<file path="config.mk">
export PLATFORM = sky130hd
export DESIGN_NAME = step_pulse_gen
export DESIGN_NICKNAME = d
export VERILOG_FILES = /design/src/rtl/step_pkg.sv /design/src/rtl/step_timer.sv /design/src/rtl/step_pulse_gen.sv
export SDC_FILE = /design/constraint.sdc
export NUM_CORES = 1
export LEC_CHECK = 0
export ABC_AREA = 0
export CORE_ASPECT_RATIO = 0.5
export CORE_MARGIN = 3
export CORE_UTILIZATION = 50
export CTS_CLUSTER_SIZE = 8
export DETAILED_ROUTE_END_ITERATION = 7
export GPL_TIMING_DRIVEN = 0
export PLACE_DENSITY_LB_ADDON = 0.08
export SETUP_SLACK_MARGIN = 0.02
export SYNTH_ARGS = -nofsm -noshare
export SYNTH_HDL_FRONTEND = slang
export SYNTH_SLANG_ARGS = --single-unit
export TNS_END_PERCENT = 50
</file>
<file path="constraint.sdc">
create_clock -name sclk -period 2.8 [get_ports sclk]
set_input_delay 0.84 -clock sclk [delete_from_list [all_inputs] [get_ports sclk]]
set_output_delay 0.84 -clock sclk [all_outputs]
set_load 0.02 [all_outputs]
</file>
<file path="src/rtl/step_pkg.sv">
// step_pkg: shared state encoding, default timing constants and direction codes
package step_pkg;
  typedef enum logic [1:0] {
    IDLE  = 2'd0,
    SETUP = 2'd1,
    HIGH  = 2'd2,
    LOW   = 2'd3
  } state_e;
  localparam int HALF_PERIOD_DEF = 25;
  localparam int SETUP_CYC_DEF = 5;
  localparam logic DIR_FWD = 1'b1;
  localparam logic DIR_REV = 1'b0;
  // width needed to hold the larger of two reload values
  function automatic int cnt_w(input int a, input int b);
    return $clog2((a > b ? a : b) + 1);
  endfunction
endpackage

</file>
<file path="src/rtl/step_timer.sv">
// step_timer: loadable down-counter that parks at zero and flags done there
module step_timer #(
  parameter int W = 5
) (
  input  logic         clk,
  input  logic         rst,
  input  logic         load_i,
  input  logic [W-1:0] val_i,
  output logic         done_o
);
  logic [W-1:0] cnt_q;
  // reload on request, otherwise count down and hold at zero
  always_ff @(posedge clk or posedge rst)
    if (rst) cnt_q <= '0;
    else if (load_i) cnt_q <= val_i;
    else if (cnt_q != '0) cnt_q <= cnt_q - 1'b1;
  assign done_o = cnt_q == '0;
endmodule

</file>
<file path="src/rtl/step_pulse_gen.sv">
// step_pulse_gen: turns a step request level into a step/dir pulse train with setup time and position count
module step_pulse_gen
  import step_pkg::*;
#(
  parameter int HALF_PERIOD = HALF_PERIOD_DEF,
  parameter int SETUP_CYC = SETUP_CYC_DEF,
  parameter int POS_W = 16
) (
  input  logic             sclk,
  input  logic             s_rst,
  input  logic             stepenable,
  input  logic             direct,
  input  logic             clr_pos,
  output logic             step_out,
  output logic             dir_out,
  output logic             ena_n,
  output logic [POS_W-1:0] pos,
  output logic             step_tick,
  output logic             busy
);
  localparam int CW = cnt_w(HALF_PERIOD, SETUP_CYC);
  localparam logic [CW-1:0] HP_LD = CW'(HALF_PERIOD - 1);
  localparam logic [CW-1:0] SU_LD = CW'(SETUP_CYC - 1);
  localparam logic [POS_W-1:0] ONE = POS_W'(1);
  state_e state_q;
  logic step_q, dir_q, ena_n_q, tick_q;
  logic [POS_W-1:0] pos_q, pos_d;
  logic tmr_load, tmr_done, step_tick_d;
  logic [CW-1:0] tmr_val;
  // the timer counts out setup, high and low phases; each phase reloads it when the previous one ends
  assign tmr_load = state_q == IDLE ? stepenable : tmr_done;
  assign tmr_val = (state_q == IDLE || (state_q == LOW && direct != dir_q)) ? SU_LD : HP_LD;
  step_timer #(.W(CW)) u_tmr (
    .clk(sclk),
    .rst(s_rst),
    .load_i(tmr_load),
    .val_i(tmr_val),
    .done_o(tmr_done)
  );
  // a step is issued on every edge that moves the FSM into HIGH; clear overrides the count
  always_comb begin
    step_tick_d = tmr_done && (state_q == SETUP ||
                  (state_q == LOW && stepenable && direct == dir_q));
    pos_d = clr_pos ? '0 : step_tick_d ? (dir_q == DIR_FWD ? pos_q + ONE : pos_q - ONE) : pos_q;
  end
  // control FSM with registered step/dir/enable outputs; dir only moves while step_out is low
  always_ff @(posedge sclk or posedge s_rst)
    if (s_rst) begin
      state_q <= IDLE;
      step_q <= 1'b0;
      dir_q <= 1'b0;
      ena_n_q <= 1'b1;
      tick_q <= 1'b0;
      pos_q <= '0;
    end else begin
      tick_q <= step_tick_d;
      pos_q <= pos_d;
      case (state_q)
        IDLE: if (stepenable) begin
          state_q <= SETUP;
          dir_q <= direct;
          ena_n_q <= 1'b0;
        end
        SETUP: if (tmr_done) begin
          state_q <= HIGH;
          step_q <= 1'b1;
        end
        HIGH: if (tmr_done) begin
          state_q <= LOW;
          step_q <= 1'b0;
        end
        LOW: if (tmr_done) begin
          if (!stepenable) begin
            state_q <= IDLE;
            ena_n_q <= 1'b1;
          end else if (direct != dir_q) begin
            state_q <= SETUP;
            dir_q <= direct;
          end else begin
            state_q <= HIGH;
            step_q <= 1'b1;
          end
        end
      endcase
    end
  assign step_out = step_q;
  assign dir_out = dir_q;
  assign ena_n = ena_n_q;
  assign pos = pos_q;
  assign step_tick = tick_q;
  assign busy = state_q != IDLE;
endmodule
</file>
==> impl_metrics.tcl <==
set metrics [dict create \
    worstSetupStartpointType "flip-flop" \
    nets 271 \
    grtUsageMet1 0.269 \
    p_switching_w 0.00105 \
    globalplace.congestion 0.860 \
    fillers 292 \
    max_freq_mhz 372 \
    routed_wl_mm 4.51 \
    ios 26 \
    syn_inst 215 \
    drc_errors 0 \
    cts_made_buffers 3 \
    cts_buffer_depth 2 \
    worst_slew_pin_slew_ps 1080 \
    cp_slowest_cell "clkdlybuf4s50_1" \
    seqPwrFrac 0.260 \
    row_count 15 \
    crit_type "reg -> out" \
    cts_tree "done" \
    grt_max_degree 28 \
    synth-main-ff-cell "dfrtp_1" \
    synth_area_um2 1930 \
    cts_root_buf "clkbuf_8" \
    grt_pass1_wl_mm 7.64 \
    avgSynthCellArea_um2 8.99 \
    cp-end-kind "output pin" \
    internal_power_w 0.00128 \
    slowest_delay_ps 620 \
    synth_warnings 0 \
    cp_cell_sequence "clkbuf_1, nor2_1, inv_1, clkdlybuf4s50_1" \
    slew_headroom 0.283 \
    grt_pass1_vias 1644 \
    rsz0062_at_grt "true" \
    use_met2 0.348 \
    rrSetupSlack_ps 190 \
    clkTransAtPathRegs_ps 100 \
    wl_per_cell_um 15.1 \
    crit_start "state_q[0]" \
    synth.distinct_cells 48 \
    first_pass_iters 4 \
    antenna_found_initial 0 \
    synth_seq_cells 27 \
    top_usage_layer "met2" \
    groute.usage.overall 0.203 \
    start_util 0.542 \
    cp.arrival_ps 1850 \
    ctsHoldBuffers 0 \
    endpoint "busy" \
    status "finished, final reports clean" \
    post-route-period-util 0.960 \
    dieArea_um2 4690 \
    multi_input_area_um2 1210 \
    grt_overflow 0 \
    stdcell_count 299 \
    worstPathRequired_ps 1960 \
    drv_slew 0 \
    period_minus_slack_ps 2690 \
    finalInstanceArea_um2 2350 \
    vdd_ir_drop_max_mv 0.614 \
    synth_top_area_frac 0.337 \
    syn-num-nets 237 \
    die_w_um 93.9 \
    drt_iter0_markers 71 \
    core-area_um2 3570 \
    ff_latch_area_um2 678 \
    critPathMaxFanout 9 \
    dp_hpwl_mm 3.21 \
    drive_above_1_share 0.0887 \
    worstReg2RegStart "dir_out" \
    p_leak_nw 1.07 \
    area_growth_syn_to_layout_pct 21.4 \
    finalPower_w 0.00233 \
    synth-edff-count 0 \
    p_sw_frac 0.452 \
    dpl-instance-area_um2 2250 \
    port_buffers 25 \
    ant_nets 0 \
    cap_violations 0 \
    cts_htree_levels 1 \
    clock_power_share 0.103 \
    yosysMostFrequentCell "nand2_1" \
    p_comb_frac 0.638 \
    dp_cells 291 \
    async_flop_share 1.00 \
    synth.area.top_cells "dfrtp_1 34%, ha_1 10%, xnor2_1 5.9%" \
    ys_seq_area_frac 0.350 \
    skew_ps 5.21 \
    via_per_inst 5.76 \
    final-setup-viol-count 0 \
    yosys.area.top_type "dfrtp_1" \
    clock_latency_ps 280 \
    hold_viol 0 \
    fp.dieH_um 50.0 \
    numClockSinks 27 \
    hp-class "reg -> reg" \
    via_count 1722 \
    pwr_density_cell_nw_per_um2 992 \
    synth_common_cells "27 x nand2_1, 26 x dfrtp_1, 21 x a21oi_1" \
    diodes 0 \
    ff2ff_path_depth 8 \
    use_met3 0.0427 \
    r2r-end "pos[12]" \
    tns_ps 0 \
]
-- cells in the final DEF (no fill, tap or decap), types with 2 or more instances in the layout --
| master | n |
|---|---|
| nor3_1 | 2 |
| a21oi_1 | 20 |
| nand2_1 | 27 |
| nor3b_1 | 4 |
| and3_1 | 2 |
| clkbuf_8 | 3 |
| ha_1 | 16 |
| clkinvlp_4 | 2 |
| nand3_1 | 3 |
| buf_4 | 4 |
| nor2_1 | 14 |
| nand3b_1 | 3 |
| o211ai_1 | 4 |
| o21a_1 | 2 |
| clkdlybuf4s50_1 | 25 |
| inv_1 | 6 |
| o21ai_0 | 10 |
| a31oi_1 | 2 |
| or3_1 | 3 |
| xor2_1 | 2 |
| a311oi_2 | 2 |
| dfrtp_1 | 25 |
| clkbuf_1 | 5 |
| xnor2_1 | 13 |
| a31o_2 | 3 |
| or4_1 | 4 |
| a211o_1 | 2 |
| a21o_1 | 12 |
| nand4b_1 | 2 |
-- stage by stage --
stage               worst slack [ps]   util  hold slack, ps
floorplan                        189      -             459
global placement                -134  0.630             458
detailed placement              -115  0.630             463
CTS                             32.2  0.653             482
global route                   -42.9  0.658             517
finish                           112  0.658             480
-- how the worst min path moves through the flow --
stage | startpoint | to | slack [ps] | depth (start not counted)
finish | ena_n | ena_n | 480 | 2
global route | ena_n | ena_n | 520 | 2
CTS | ena_n | ena_n | 480 | 2
detailed placement | ena_n | ena_n | 460 | 2
global placement | ena_n | ena_n | 460 | 2
floorplan | u_tmr.cnt_q[0] | u_tmr.cnt_q[0] | 460 | 1
-- registers in the layout, indices dropped and copies added (netlist names) --
register	cells
pos	16
u_tmr.cnt_q	5
state_q	2
dir_out	1
ena_n	1
step_out	1
step_tick	1
-- what timing repair did --
action,in CTS,in global routing
setup buffers,4,0
setup endpoints to repair,6,8
pin swaps,0,0
gates resized for setup,1,4
-- cell type report --
cell class / instances / area share
Buffer: 7 / 0.0149
Clock buffer: 3 / 0.0176
Clock inverter: 1 / 0.00320
Inverter: 8 / 0.0144
Multi-Input combinational cell: 173 / 0.514
Sequential cell: 27 / 0.289
Tap cell: 51 / 0.0272
Timing Repair Buffer: 29 / 0.119
-- worst max-delay path: cells and delay by family (launching register included) --
kind	cells	cell delay, ps
buf+inv	3	1090
flops	1	340
simple gates	1	140
-- kinds of logic (layout without fill, tap and decap cells) --
| group | count (synthesis) | in the layout | synth area share |
|---|---|---|---|
| simple gates | 72 | 72 | 0.196 |
| compound gates | 69 | 69 | 0.238 |
| flops | 27 | 27 | 0.350 |
| fa+ha+maj | 17 | 17 | 0.114 |
| xor+xnor | 15 | 15 | 0.0680 |
| buf+inv | 15 | 48 | 0.0337 |
-- power groups by stage --
| stage | logic (W) | registers (W) | clock network (W) |
|---|---|---|---|
| final | 0.00148 | 0.000604 | 0.000239 |
| after global routing | 0.00163 | 0.000622 | 0.000263 |
| after CTS | 0.00144 | 0.000602 | 0.000246 |
| after detailed placement | 0.00139 | 0.000606 | 0 |
| after global placement | 0.00135 | 0.000602 | 0 |
| after floorplan | 0.00101 | 0.000647 | 0 |
-- routing by layer --
layer	wire length [µm]	vias to the layer above	share of wire
li1	-	855	-
met5	0	-	0
met1	2130	827	0.47
met2	2170	38	0.48
met3	189	2	0.042
met4	19	0	0.0042
(Power assumes the default switching activity.)
